--- src/rtl/demux_rr_dispatcher.sv ---
// One-to-four word dispatcher: accepts a word, holds it, and offers it to a
// lane chosen round-robin or by in_dest; round-robin lanes that stall too long are skipped.
//
// state | meaning
// IDLE  | no word held, in_ready=1
// SEND  | word held, offered on lane sel
module demux_rr_dispatcher #(
  parameter int DW  = 8,
  parameter int TMO = 15
) (
  input  logic          clk,
  input  logic          rst,
  input  logic          in_valid,
  output logic          in_ready,
  input  logic [DW-1:0] in_data,
  input  logic          mode,
  input  logic [1:0]    in_dest,
  output logic [3:0]    out_valid,
  input  logic [3:0]    out_ready,
  output logic [DW-1:0] out_data,
  output logic [1:0]    sel,
  output logic [15:0]   xfer_cnt,
  output logic [7:0]    skip_cnt
);

  typedef enum logic {IDLE = 1'b0, SEND = 1'b1} state_t;

  localparam logic [7:0] TMO_C = 8'(TMO);

  state_t        state, state_nxt;
  logic [1:0]    rr_ptr;
  logic          mode_q;
  logic [7:0]    wait_cnt;
  logic [DW-1:0] hold;
  logic          accept, complete, skip;

  always_ff @(posedge clk) begin
    if (rst) state <= IDLE;
    else     state <= state_nxt;
  end

  // Completion is checked before the timeout so a ready lane always wins.
  always_comb begin
    state_nxt = state;
    accept    = 1'b0;
    complete  = 1'b0;
    skip      = 1'b0;
    case (state)
      IDLE: begin
        if (in_valid) begin
          accept    = 1'b1;
          state_nxt = SEND;
        end
      end
      SEND: begin
        if (out_ready[sel]) begin
          complete  = 1'b1;
          state_nxt = IDLE;
        end else if (!mode_q && (wait_cnt == TMO_C)) begin
          skip = 1'b1;
        end
      end
      default: state_nxt = IDLE;
    endcase
  end

  assign in_ready  = (state == IDLE);
  assign out_valid = (state == SEND) ? (4'b0001 << sel) : 4'b0000;
  assign out_data  = hold;

  always_ff @(posedge clk) begin
    if (rst) begin
      rr_ptr   <= 2'd0;
      sel      <= 2'd0;
      hold     <= '0;
      mode_q   <= 1'b0;
      wait_cnt <= 8'd0;
      xfer_cnt <= 16'd0;
      skip_cnt <= 8'd0;
    end else if (accept) begin
      hold     <= in_data;
      sel      <= mode ? in_dest : rr_ptr;
      mode_q   <= mode;
      wait_cnt <= 8'd0;
    end else if (complete) begin
      xfer_cnt <= xfer_cnt + 16'd1;
      if (!mode_q) rr_ptr <= sel + 2'd1;
    end else if (skip) begin
      sel      <= sel + 2'd1;
      wait_cnt <= 8'd0;
      skip_cnt <= skip_cnt + 8'd1;
    end else if (state == SEND) begin
      wait_cnt <= wait_cnt + 8'd1;
    end
  end

endmodule

--- config.mk ---
export PLATFORM = sky130hd
export DESIGN_NAME = demux_rr_dispatcher
export DESIGN_NICKNAME = d
export VERILOG_FILES = /design/src/rtl/demux_rr_dispatcher.sv
export SDC_FILE = /design/constraint.sdc
export NUM_CORES = 1
export LEC_CHECK = 0
export BUFFER_PORTS_ARGS = -buffer_cell sky130_fd_sc_hd__buf_2
export CELL_PAD_IN_SITES_DETAIL_PLACEMENT = 0
export CELL_PAD_IN_SITES_GLOBAL_PLACEMENT = 1
export CORE_MARGIN = 3
export CORE_UTILIZATION = 33
export CTS_BUF_LIST = sky130_fd_sc_hd__clkbuf_8
export DETAILED_ROUTE_END_ITERATION = 7
export GPL_ROUTABILITY_DRIVEN = 1
export PLACE_DENSITY_LB_ADDON = 0.1
export SYNTH_ARGS = -nofsm -noshare
export SYNTH_HDL_FRONTEND = slang
export SYNTH_SLANG_ARGS = --single-unit
export TNS_END_PERCENT = 50
--- constraint.sdc ---
create_clock -name clk -period 2.8 [get_ports clk]
set_clock_uncertainty 0.2 [all_clocks]
set_input_delay 0.28 -clock clk [delete_from_list [all_inputs] [get_ports clk]]
set_output_delay 0.28 -clock clk [all_outputs]
set_load 0.02 [all_outputs]
==> reports/metrics.yaml, run 1 <==
status: "finished, final reports clean"
p_per_area_mw_per_mm2: 456
seq_area_frac_synth_pct: 42.3
hold_buffers: 0
hold_viol: 0
fin_crit_ns: 2.43
drt_wl_total_um: 5140
yosys-mux-area-fraction_pct: 3.39
holdPathStages: 3
synth_xor_area_share_pct: 5.24
final_util_pct: 42.9
dp.cells: 381
async_reset_ff_share_pct: 0
cellLeakagePower_nw: 1.09
timing.fmax_ghz: 0.411
cp.required_ns: 2.75
synthesis.area_mm2: 0.00217
synth-seq-cells: 46
drcViolationCount: 0
syn_avg_cell_area_um2: 8.49
drv_cap: 0
ys_warn_count: 0
whs_ns: 0.0196
max_slew_margin_pct: 37.5
dieArea_mm2: 0.00760
hp-class: "input pin to flop"
r2r_cells: 6
n_antenna_cell: 0
slowest_delay_ns: 0.53
cts_setup_buffers: 0
tns_ns: 0
grt_use_total_pct: 14.0
grt_overflow_total: 0
cp-end-kind: "flop"
drtIter0Drc: 49
synth_cells: 256
core_area_mm2: 0.00613
place_area_mm2: 0.00255
finalInstanceArea_mm2: 0.00263
cpMaxStageDelayCell: "mux4_2"
setup_viol: 0
r2r-start: "sel[0]"
htree_num_levels: 2
synth.distinct_cells: 39
grt_max_degree: 18
ys.flop_type: "dfxtp_1"
fp.dieW_um: 87.2
rows: 28
nNetsFinal: 338
fin_crit_sh_pct: 86.9
cts_root_buf: "clkbuf_8"
dpl.hpwl_um: 3830
cts_buffers: 5
crit_chain: "mux4_2, buf_4, nor4_1, buf_4, nor3_1, a2111oi_0"
synthSimpleGateAreaFrac_pct: 27.4
crit_buf_inv: 2
dr.pass1.iters: 4
setup.worst_path.start_class: "flop"
synth_top_family_by_area: "simple AND/OR/NAND/NOR gates"
final_cell_count_no_fill: 388
layout_setup_ws_ns: 0.366
ff2ff_setup_slack_ns: 0.37
vias: 1958
timing.rr.end: "sel[0]"
ant_nets: 0
area_delta_synth_final_pct: 20.8
port_buffers: 56
cts_tree: "yes"
cts_buffer_depth: 2
path_clk_slew_ns: 0.08
synth_fp_nets: 281
grt_pass1_vias: 1757
rsz0062_at_grt: "false"
tightestPinTransition_ns: 0.934
hold_path_end: "out_data[5]"
vias_per_cell: 5.05
finalPower_mw: 1.20
insertion_delay_ns: 0.29
synth-edff-count: 0
die_h_um: 87.2
drive_gt1_share_pct: 24.0
worstSetupPathType: "flop to flop"
synth_fa_ha_area_share_pct: 4.03
finalMaxSlewViolations: 0
initial_utilization_pct: 35.5
critPathArrivalTime_ns: 2.38
crit_top_cell: "buf_4"
gp_congestion: 0.718
worstHoldStart: "in_data[5]"
synth-compound-area-share_pct: 13.5
ctsResizeCount: 0
detail_route.wl_per_cell_um: 13.2
worstPathMaxFanout: 17
numClockSinks: 46
cp_top_family: "multiplexers"
dpl_worst_slack_ns: 0.334
grt_pass1_wl_um: 8410
ir_worst_vdd_mv: 0.264
antenna_found_initial: 0
ios: 57
[power breakdown]
group / total [mW] / internal [mW] / switching, mW
logic: 0.141 / 0.0536 / 0.0870
registers: 0.680 / 0.669 / 0.0108
clock network: 0.378 / 0.165 / 0.213
[state kept, by name, indices dropped and copies added (netlist names)]
name      cells
skip_cnt      8
xfer_cnt     16
wait_cnt      8
mode_q        1
out_data      8
sel           2
rr_ptr        2
state         1
[tightest hold or removal path: stages]
cell,delay [ns]
buf_2,0.10
nand2_1,0.04
a21oi_1,0.05
[cells in the mapped netlist (all sizes together), types with 2 or more instances]
| cell type | n | area share (%) |
|---|---|---|
| and4 | 5 | 2.0 |
| nand4 | 7 | 2.0 |
| or4 | 8 | 2.8 |
| a21oi | 26 | 6.0 |
| and3 | 3 | 0.86 |
| xnor2 | 2 | 0.81 |
| nand2 | 36 | 6.2 |
| xor2 | 11 | 4.4 |
| nand3 | 8 | 1.8 |
| a211oi | 4 | 1.4 |
| mux2i | 4 | 1.8 |
| ha | 7 | 4.0 |
| and2 | 6 | 1.7 |
| inv | 6 | 1.0 |
| clkbuf | 14 | 2.5 |
| nor2 | 18 | 3.1 |
| o31ai | 6 | 2.1 |
| dfxtp | 46 | 42 |
| or3 | 10 | 2.9 |
| o21ai | 9 | 2.1 |
| nor2b | 2 | 0.58 |
| nand4b | 2 | 0.81 |
[worst max-delay path by stage]
stage / from / endpoint / slack (ns) / cells past startpoint
2_1_floorplan: sel[0] / skip_cnt[7] / 0.03 / 6
3_3_place_gp: out_ready[3] / sel[0] / 0.36 / 7
3_5_place_dp: out_ready[3] / sel[0] / 0.33 / 7
4_1_cts: sel[0] / sel[0] / 0.33 / 6
5_1_grt: sel[0] / sel[0] / 0.26 / 6
6_report: sel[0] / sel[0] / 0.37 / 6
[area by class of cell]
cell class | count | area (um^2)
fill | 622 | 3500
multi-input combinational | 189 | 1170
sequential | 46 | 921
timing repair buffer | 65 | 348
tap | 75 | 93.8
clock buffer | 5 | 68.8
inverter | 6 | 22.5
clock inverter | 2 | 7.51
[cells by family (layout without fill, tap and decap cells)]
kind of cell,count (synthesis),in the layout
xor+xnor,13,13
simple gates,113,113
flops,46,46
buf+inv,21,78
fa+ha+maj,7,7
compound gates,50,50
mux,6,6
[layout by cell type (no fill, tap or decap), types with 2 or more instances in the layout]
master	count
or3_1	10
nand2_1	36
nand4_1	7
and2_1	6
and4_1	5
nor2_1	18
inv_1	8
nand4b_1	2
mux2i_1	4
ha_1	7
buf_2	56
clkbuf_8	5
o31ai_1	6
o21ai_0	9
dfxtp_1	46
or4_1	8
a21oi_1	26
buf_4	9
nor2b_1	2
a211oi_1	4
xnor2_1	2
xor2_1	11
nand3_1	8
and3_1	3
[metal layers]
layer  up-vias  global-route usage (%)  share of wire [%]  wire length [um]
li1       1029                       -                  -                 -
met1       878                    19.7                 53              2710
met2        47                    20.5                 40              2050
met3         4                    4.07                6.4               328
met4         0                    4.60               0.95                49
met5         -                       0                  0                 0
No activity file was read; power rests on OpenSTA's default activity.
==> inputs of run 2 (changes only) <==
--- a/config.mk
+++ b/config.mk
@@ -13,7 +13,7 @@
 export CTS_BUF_LIST = sky130_fd_sc_hd__clkbuf_8
 export DETAILED_ROUTE_END_ITERATION = 7
 export GPL_ROUTABILITY_DRIVEN = 1
-export PLACE_DENSITY_LB_ADDON = 0.1
+export PLACE_DENSITY_LB_ADDON = 0.3
 export SYNTH_ARGS = -nofsm -noshare
 export SYNTH_HDL_FRONTEND = slang
 export SYNTH_SLANG_ARGS = --single-unit
==> run 2 against run 1 <==
Cell count unchanged; total power rose by 3.4%; register-to-register slack lost 0.07 ns; flip-flop and latch count unchanged; setup slack lost 0.070 ns; first-iteration DRC count grew 100%; hold slack worse by 0.0096 ns; clock power is 11% higher; core utilization is 0.20 points higher; combinational power barely moved; wire length is 0.86% lower; critical path type unchanged; critical endpoint is now skip_cnt[7]; largest cell class unchanged; highest routed layer unchanged.
==> reports/metrics.yaml, run 2 (synthesis results as in run 1) <==
antenna_found_initial: 0
cp-end-kind: "flop"
max_slew_margin_pct: 37.9
cp.required_ns: 2.83
hp-class: "input pin to flop"
p_per_area_mw_per_mm2: 469
nNetsFinal: 337
timing.fmax_ghz: 0.399
area_delta_synth_final_pct: 21.4
grt_use_total_pct: 14.0
vias: 1957
tightestPinTransition_ns: 0.928
hold_viol: 0
detail_route.wl_per_cell_um: 13.1
cts_buffers: 5
ant_nets: 0
vias_per_cell: 5.04
largest_register_ffs: 16
n_antenna_cell: 0
setup.worst_path.start_class: "flop"
dr.pass1.iters: 4
drive_gt1_share_pct: 23.6
drt_wl_total_um: 5090
fillCellCount: 623
critPathArrivalTime_ns: 2.54
insertion_delay_ns: 0.30
grt_pass1_vias: 1725
ios: 57
path_clk_slew_ns: 0.09
worstSetupPathType: "flop to flop"
tns_ns: 0
finalInstanceArea_mm2: 0.00264
final_common_cell: "buf_2"
dpl.hpwl_um: 3630
rows: 28
die_h_um: 87.2
fp.dieW_um: 87.2
status: "finished, final reports clean"
ir_worst_vdd_mv: 0.223
numClockSinks: 46
place_area_mm2: 0.00253
worstPathMaxFanout: 9
port_buffers: 56
cellLeakagePower_nw: 1.09
setup_viol: 0
grt_overflow_total: 0
cts_setup_buffers: 0
gp_congestion: 0.736
htree_num_levels: 2
top_register: "xfer_cnt"
final_cell_mix: "buf_2 (56), dfxtp_1 (46), nand2_1 (36)"
initial_utilization_pct: 35.5
cts_buffer_depth: 2
drcViolationCount: 0
grt_pass1_wl_um: 8340
fin_crit_sh_pct: 89.4
drtIter0Drc: 99
core_area_mm2: 0.00613
fin_crit_ns: 2.50
dieArea_mm2: 0.00760
grt_max_degree: 22
drv_cap: 0
cts_root_buf: "clkbuf_8"
finalMaxSlewViolations: 0
cts_tree: "yes"
rsz0062_at_grt: "false"
==> run 2: changes by cell type in the layout (fill, tap and decap cells not counted) <==
cell           change
dlygate4sd3_1      +2
clkbuf_8           +1
buf_4              -3
inv_1              -1
clkinv_2           +1
==> run 2: per-layer routing <==
metal | vias to the layer above | GRT usage [%] | routed length [um]
li1 | 1026 | - | -
met1 | 877 | 19.4 | 2540
met2 | 50 | 19.7 | 2080
met3 | 4 | 4.92 | 408
met4 | 0 | 5.44 | 65
met5 | - | 0 | 0
==> run 2: layout make-up <==
type	instances	area, um^2	area share, %
Timing Repair Buffer	64	345	13.1
Inverter	6	22.5	0.853
Tap cell	75	93.8	3.55
Clock inverter	2	8.76	0.332
Multi-Input combinational cell	189	1170	44.2
Clock buffer	6	82.6	3.13
Sequential cell	46	921	34.9
==> run 2: path summary, 6_finish.rpt <==
| path | start | end | slack, ns | cells after the start |
|---|---|---|---|---|
| worst max-delay path | wait_cnt[7] | skip_cnt[7] | 0.30 | 4 |
| worst min-delay path | in_data[1] | out_data[1] | 0.01 | 3 |
| worst max register to register | wait_cnt[7] | skip_cnt[7] | 0.30 | 4 |
| worst min register to register | out_data[4] | out_data[4] | 0.25 | 2 |
==> run 2: where the power goes <==
group          internal [mW]  total (mW)  switching, mW
Combinational         0.0536       0.139         0.0855
Clock                  0.196       0.419          0.223
Sequential             0.669       0.681         0.0120
==> run 2: timing repair <==
| action | 4_1_cts | 5_1_grt |
|---|---|---|
| resized for setup | 0 | 0 |
| hold buffers | 2 | 0 |
| hold endpoints to repair | 2 | 0 |
==> run 2: critical path, cell delays in order, from the launching register on <==
cell	delay, ns
dfxtp_1	0.33
or4_1	0.60
or4_1	0.63
or4_1	0.54
a21oi_1	0.14
==> run 2: through the flow <==
stage,setup WS (ns),utilization [%],total power [mW],hold WS [ns],std cells
floorplan,0.0325,-,0.783,0.216,256
global placement,0.332,41.2,0.834,0.239,378
detailed placement,0.316,41.2,0.836,0.244,378
CTS,0.298,43.1,1.26,0.000361,388
global route,0.160,43.1,1.31,0.00541,388
finish,0.296,43.1,1.24,0.0100,388
